### src/rtl/ex_mem_stage.sv
// EX/MEM pipeline stage: main + skid register pair with valid/ready handshake and synchronous flush.
// Accepted entries reach the outputs one cycle later. ready_o is a registered state decode, independent of ready_i.
module ex_mem_stage #(
    parameter int DATA_W = 32,
    parameter int ADDR_W = 5,
    parameter int WB_W   = 2
) (
    input  logic              clk_i,
    input  logic              rst_i,
    input  logic              flush_i,
    input  logic              valid_i,
    output logic              ready_o,
    input  logic [1:0]        MEM_i,
    input  logic [WB_W-1:0]   WB_i,
    input  logic [DATA_W-1:0] ALUout_i,
    input  logic [DATA_W-1:0] RS2_i,
    input  logic [ADDR_W-1:0] RDaddr_i,
    output logic              valid_o,
    input  logic              ready_i,
    output logic              MEMR_o,
    output logic              MEMW_o,
    output logic [WB_W-1:0]   WB_o,
    output logic [DATA_W-1:0] ALUout_o,
    output logic [DATA_W-1:0] RS2_o,
    output logic [ADDR_W-1:0] RDaddr_o,
    output logic [1:0]        occ_o
);

    typedef struct packed {
        logic [1:0]        mem;
        logic [WB_W-1:0]   wb;
        logic [DATA_W-1:0] alu;
        logic [DATA_W-1:0] rs2;
        logic [ADDR_W-1:0] rd;
    } entry_t;

    typedef enum logic [1:0] {
        S_EMPTY = 2'd0,
        S_ONE   = 2'd1,
        S_FULL  = 2'd2
    } state_t;

    state_t state_q, state_d;
    entry_t main_q, main_d;
    entry_t skid_q, skid_d;
    entry_t in_ent;
    logic   in_fire, out_fire;

    assign in_ent  = '{mem: MEM_i, wb: WB_i, alu: ALUout_i, rs2: RS2_i, rd: RDaddr_i};
    assign ready_o = (state_q != S_FULL);
    assign valid_o = (state_q != S_EMPTY);
    assign in_fire  = valid_i & ready_o;
    assign out_fire = valid_o & ready_i;

    always_comb begin
        state_d = state_q;
        main_d  = main_q;
        skid_d  = skid_q;
        if (flush_i) begin
            // Incoming entry is dropped; an out_fire this cycle has already been taken by MEM.
            state_d = S_EMPTY;
        end else begin
            case (state_q)
                S_EMPTY: begin
                    if (in_fire) begin
                        main_d  = in_ent;
                        state_d = S_ONE;
                    end
                end
                S_ONE: begin
                    if (in_fire && out_fire) begin
                        main_d = in_ent;
                    end else if (in_fire) begin
                        skid_d  = in_ent;
                        state_d = S_FULL;
                    end else if (out_fire) begin
                        state_d = S_EMPTY;
                    end
                end
                S_FULL: begin
                    if (out_fire) begin
                        main_d  = skid_q;
                        state_d = S_ONE;
                    end
                end
                default: state_d = S_EMPTY;
            endcase
        end
    end

    always_ff @(posedge clk_i or posedge rst_i) begin
        if (rst_i) begin
            state_q <= S_EMPTY;
            main_q  <= '0;
            skid_q  <= '0;
        end else begin
            state_q <= state_d;
            main_q  <= main_d;
            skid_q  <= skid_d;
        end
    end

    assign MEMR_o   = valid_o & main_q.mem[0];
    assign MEMW_o   = valid_o & main_q.mem[1];
    assign WB_o     = valid_o ? main_q.wb : '0;
    assign ALUout_o = main_q.alu;
    assign RS2_o    = main_q.rs2;
    assign RDaddr_o = main_q.rd;
    assign occ_o    = (state_q == S_FULL) ? 2'd2 : (state_q == S_ONE) ? 2'd1 : 2'd0;

endmodule

### config.mk
export PLATFORM = sky130hd
export DESIGN_NAME = ex_mem_stage
export DESIGN_NICKNAME = d
export VERILOG_FILES = /design/src/rtl/ex_mem_stage.sv
export SDC_FILE = /design/constraint.sdc
export NUM_CORES = 1
export LEC_CHECK = 0
export CAP_MARGIN = 25
export CORE_MARGIN = 3
export CORE_UTILIZATION = 55
export DETAILED_ROUTE_END_ITERATION = 6
export PLACE_DENSITY = 0.92
export SYNTH_ARGS = -nofsm -noshare
export SYNTH_HDL_FRONTEND = slang
export SYNTH_SLANG_ARGS = --single-unit
export TNS_END_PERCENT = 1
### constraint.sdc
create_clock -name clk_i -period 12.43 [get_ports clk_i]
set_clock_uncertainty 0.1 [all_clocks]
set_input_delay 3.1075 -clock clk_i [delete_from_list [all_inputs] [get_ports clk_i]]
set_output_delay 3.1075 -clock clk_i [all_outputs]
set_load 0.05 [all_outputs]
## After elaboration in Yosys (flattened, before gate mapping)

Index checks and enable logic that the tools add are counted.

| word-level totals | value |
|---|---|
| register bits | 148 |
| bits of input ports | 78 |
| word-level logic and storage cells | 48 |

| operators by class | value |
|---|---|
| eq/ne operators | 10 |
| multiplexer cells | 14 |
| bitwise operators | 6 |
| reduce and logical (&&, ||, !) cells | 7 |

Operators by type and width:

| kind | count |
|---|---|
| 73-bit two-way mux | 3 |
| 73-bit one-hot mux with 3 select lines | 1 |
| 2-bit two-way mux | 8 |
| 3-bit inequality test, second input constant | 3 |
| 2-bit inequality test, second input constant | 4 |
| 4-bit AND reduction | 2 |
| 2-bit one-hot mux with 3 select lines | 1 |
| 5-bit AND reduction | 1 |
| 1-bit bitwise AND | 4 |
| 4-bit inequality test, second input constant | 1 |
| 3-bit nonzero test | 1 |
| 2-bit by 1-bit == test with 1-bit output, second input constant | 1 |
| 2-bit == test, second input constant | 1 |
| 2-bit logical NOT | 1 |
| 1-bit inverter | 2 |
| 2-bit nonzero test | 1 |
| 1-bit logical AND | 1 |
| 1-bit two-way mux | 1 |

## Logic depth before layout (Yosys ltp)

| depth | value |
|---|---|
| word-level depth | 7 |
| mapped depth | 7 |

## Least setup slack after synthesis

OpenSTA, ideal clock, no wires.

| path | value |
|---|---|
| path kind | input-to-reg |
| start | in flush_i |
| end | reg main_q (netlist bit RS2_o[15]) |
| setup time | 0.125 ns |
| data arrival time | 4.375 ns |
| required time | 12.205 ns |
| setup slack | 7.830 ns |
| cell stages on the path | 4 |
| path buffers | 1 |
| cell sequence | or4bb_1 > o31ai_4 > buf_4 > mux2_2 |

| on the way | value |
|---|---|
| cells in the longest elaborated chain, start to end | 2 |

Ends and longest elaborated chain:

| element | line | text |
|---|---|---|
| start, declared | 10 | `input logic flush_i,` |
| 1-bit inverter (no line) | - |  |
| 5-bit AND reduction (no line) | - |  |
| end signal, assigned | 98 | `main_q <= main_d;` |
| end, declared | 44 | `entry_t main_q, main_d;` |

Every way passes these cells.
A chain may end at the register's enable or synchronous reset.

## Worst setup path in the final report

| path | value |
|---|---|
| start | reg state_q[0] |
| end | out occ_o[1] |

| on the way | value |
|---|---|
| cells in the longest elaborated chain, start to end | 2 |

Ends and longest elaborated chain:

| element | line | text |
|---|---|---|
| start, declared | 43 | `state_t state_q, state_d;` |
| start signal, assigned | 97 | `state_q <= state_d;` |
| 2-bit == test | 109 | `assign occ_o = (state_q == S_FULL) ? 2'd2 : (state_q == S_ONE) ? 2'd1 : 2'd0;` |
| 2-bit two-way mux | 109 |  |
| end, declared | 26 | `output logic [1:0] occ_o` |

Every way passes these cells.

==> flow_summary_export.csv <==
group,metric,value,unit
outcome,status,"finished, final reports clean",
critical_path,worst_setup_path_end_kind,"primary output",
floorplan,start_util,57.3,%
sta,max_slew.worst_pin.slew,0.924,ns
final_layout,areaGrowthSynthToFinish,24.9,%
floorplan,row_count,40,
floorplan,ios,155,
clocking,cts_buffers,17,
yosys,synth_top_area_cell,"dfrtp_1",
critical_path,crit_slowest_cell,"clkdlybuf4s50_1",
floorplan,fp.dieW,119,µm
yosys,yosys.cell_count.top_type,"mux2_2",
pwr,vdd_ir_drop_max,127,µV
sta,max_clock_freq,152,MHz
sta,period_needed,6.58,ns
sta,grt_setup_unrepaired,"no",
place,hpwl,9.12,mm
critical_path,crit_fanout,40,
floorplan,coreArea,12200,µm²
yosys,synthArstFlopShare,100,%
final_layout,diodes,0,
detailed_routing,post_drt_wl_per_cell,18.6,µm
clocking,ctsResizeCount,0,
sta,tns,0,ns
critical_path,path_cells,"or2b_2 > inv_2 > clkdlybuf4s50_1",
detailed_routing,drc,0,
global_route,overflow,0,
clocking,clk-insertion-delay-late,0.42,ns
critical_path,cpPeakStageDelay,0.97,ns
global_route,grtUsageTotal,20.4,%
yosys,ys.flop_type,"dfrtp_1",
clocking,clkTransAtPathRegs,0.06,ns
clocking,clock-root-buffer,"clkbuf_16",
global_route,met1_usage,24.7,%
yosys,syn_nets,560,
global_route,grt_max_degree,87,
floorplan,dieArea,14100,µm²
yosys,synth_seq_cells,148,
global_route,grt_pass1_vias,4329,
place,globalplace.congestion,0.736,
final_layout,layout-drive-gt1-share,44.0,%
yosys,synth.distinct_cells,20,
detailed_routing,wirelength,13.9,mm
critical_path,cp.required,9.22,ns
global_route,gr-usage-met3,6.74,%
place,preCtsSetupSlack,6.26,ns
global_route,antenna_found_initial,0,
sta,slew_viol_final,0,
critical_path,cp.buffers_inverters,2,
critical_path,critical-path-top-delay-family,"buffers and inverters",
clocking,postCtsHoldBufs,0,
sta,setup_viol,0,
yosys,netlist_top_cells_area,"dfrtp_1 (53%), mux2_2 (35%), buf_4 (7.6%)",
detailed_routing,vias_per_cell,5.26,
detailed_routing,ant_nets,0,
pwr,p_leak,3.67,nW
sta,setup_slack,5.85,ns
critical_path,crit_arrival,3.37,ns
place,portBuffers,154,
final_layout,final_nets,646,
critical_path,r2r_slack,9.51,ns
pwr,p_per_area,187,nW/µm²
sta,slew_headroom,38.4,%
yosys,synth_edf_count,0,
yosys,yosysWarnings,0,
clocking,cts.sink_count,148,
detailed_routing,first_pass_iters,4,
yosys,syn_area,7000,µm²
yosys,syn_inst,482,
clocking,cts_setup_buffers,0,
final_layout,fin_cells,748,
min_path,hp-class,"reg2reg",
detailed_routing,routed-via-count,3934,
yosys,yosysSeqAreaShare,52.9,%
floorplan,die_h,119,µm
global_route,busiest_layer,"met2",
global_route,grt_pass1_wl,22.7,mm
yosys,synth_commonest_cells,"mux2_2 (215), dfrtp_1 (148), buf_4 (71)",
critical_path,crit_type,"reg2out",
clocking,cts_max_level,4,
yosys,avgSynthCellArea,14.5,µm²
flow_run,drv_cap,0,
final_layout,fin_util,71.6,%
sta,layout_worst_path_cycle_share,52.9,%
critical_path,cp-start-kind,"flip-flop",
pwr,finalPower,1.63,mW
sta,hold_viol,0,
clocking,cts_tree,"built",
place,post-place-cells,716,
detailed_routing,drtIter0Drc,166,
yosys,netlist.area_leader.share,52.9,%
global_route,grt_use_met2,34.7,%
clocking,cts_buffer_depth,2,
==> layer usage <==
layer / up-vias / routed length (µm)
met5: - / 0
met4: 0 / 233
met3: 17 / 724
met2: 104 / 7310
met1: 2016 / 5630
li1: 1797 / -
==> power by group <==
group / leakage, nW / internal [mW] / switching (mW)
Clock: 0.280 / 0.304 / 0.189
Sequential: 1.78 / 0.600 / 0.0632
Combinational: 1.62 / 0.211 / 0.267
Total: 3.67 / 1.12 / 0.519
==> sequential cells by signal (all words and copies together) (netlist names) <==
signal / flops
ALUout_o: 32
RDaddr_o: 5
RS2_o: 32
main_q: 4
skid_q: 73
state_q: 2
==> final timing paths <==
check,start,endpoint,cells after the start
min in group asynchronous,rst_i,RS2_o[17],2
max,state_q[0],occ_o[1],3
max reg2reg,state_q[0],RS2_o[10],4
min reg2reg,ALUout_o[19],ALUout_o[19],1
max in group asynchronous,rst_i,RS2_o[7],4
min,ALUout_o[19],ALUout_o[19],1
==> worst reg2reg max path, delay by kind of cell, from the launching register on <==
| family | cells | cell delay, ns |
|---|---|---|
| simple gates | 1 | 0.67 |
| buf+inv | 1 | 0.82 |
| flops | 1 | 0.49 |
| mux | 2 | 0.71 |
==> cell type report <==
cell class / instances / area [µm²]
fillers: 865 / 3470
multi-input cells: 239 / 2620
repair buffers: 159 / 1620
clock buffers: 22 / 464
inverters: 3 / 16.3
clock inverters: 9 / 105
well taps: 168 / 210
flip-flops and latches: 148 / 3700
==> placed cells by master (no fill, tap or decap), drive strengths merged <==
master,instances
bufinv,2
mux2i,1
buf,5
clkbuf,22
nand3,1
nand2,1
clkdlybuf4s50,154
clkinvlp,1
nor2b,4
o21ba,1
a21oi,2
nor2,3
or3b,1
inv,3
nor3,1
or2b,1
o31ai,1
dfrtp,148
clkinv,6
and2b,2
or4bb,1
mux2,219
==> cell families (layout without fill, tap and decap cells) <==
| group | after synthesis | after routing | synth area share (%) |
|---|---|---|---|
| mux | 220 | 220 | 35.4 |
| flops | 148 | 148 | 52.9 |
| simple gates | 15 | 15 | 1.32 |
| buf+inv | 95 | 193 | 9.81 |
| compound gates | 4 | 4 | 0.590 |
==> stage by stage <==
stage          instance area (µm²)  hold WS, ns
6_report                      8740        0.396
5_1_grt                       8740        0.410
4_1_cts                       8710        0.401
3_5_place_dp                  8150        0.387
3_3_place_gp                  8120        0.369
2_1_floorplan                 7000        0.359
No activity file was read; power rests on OpenSTA's default activity.
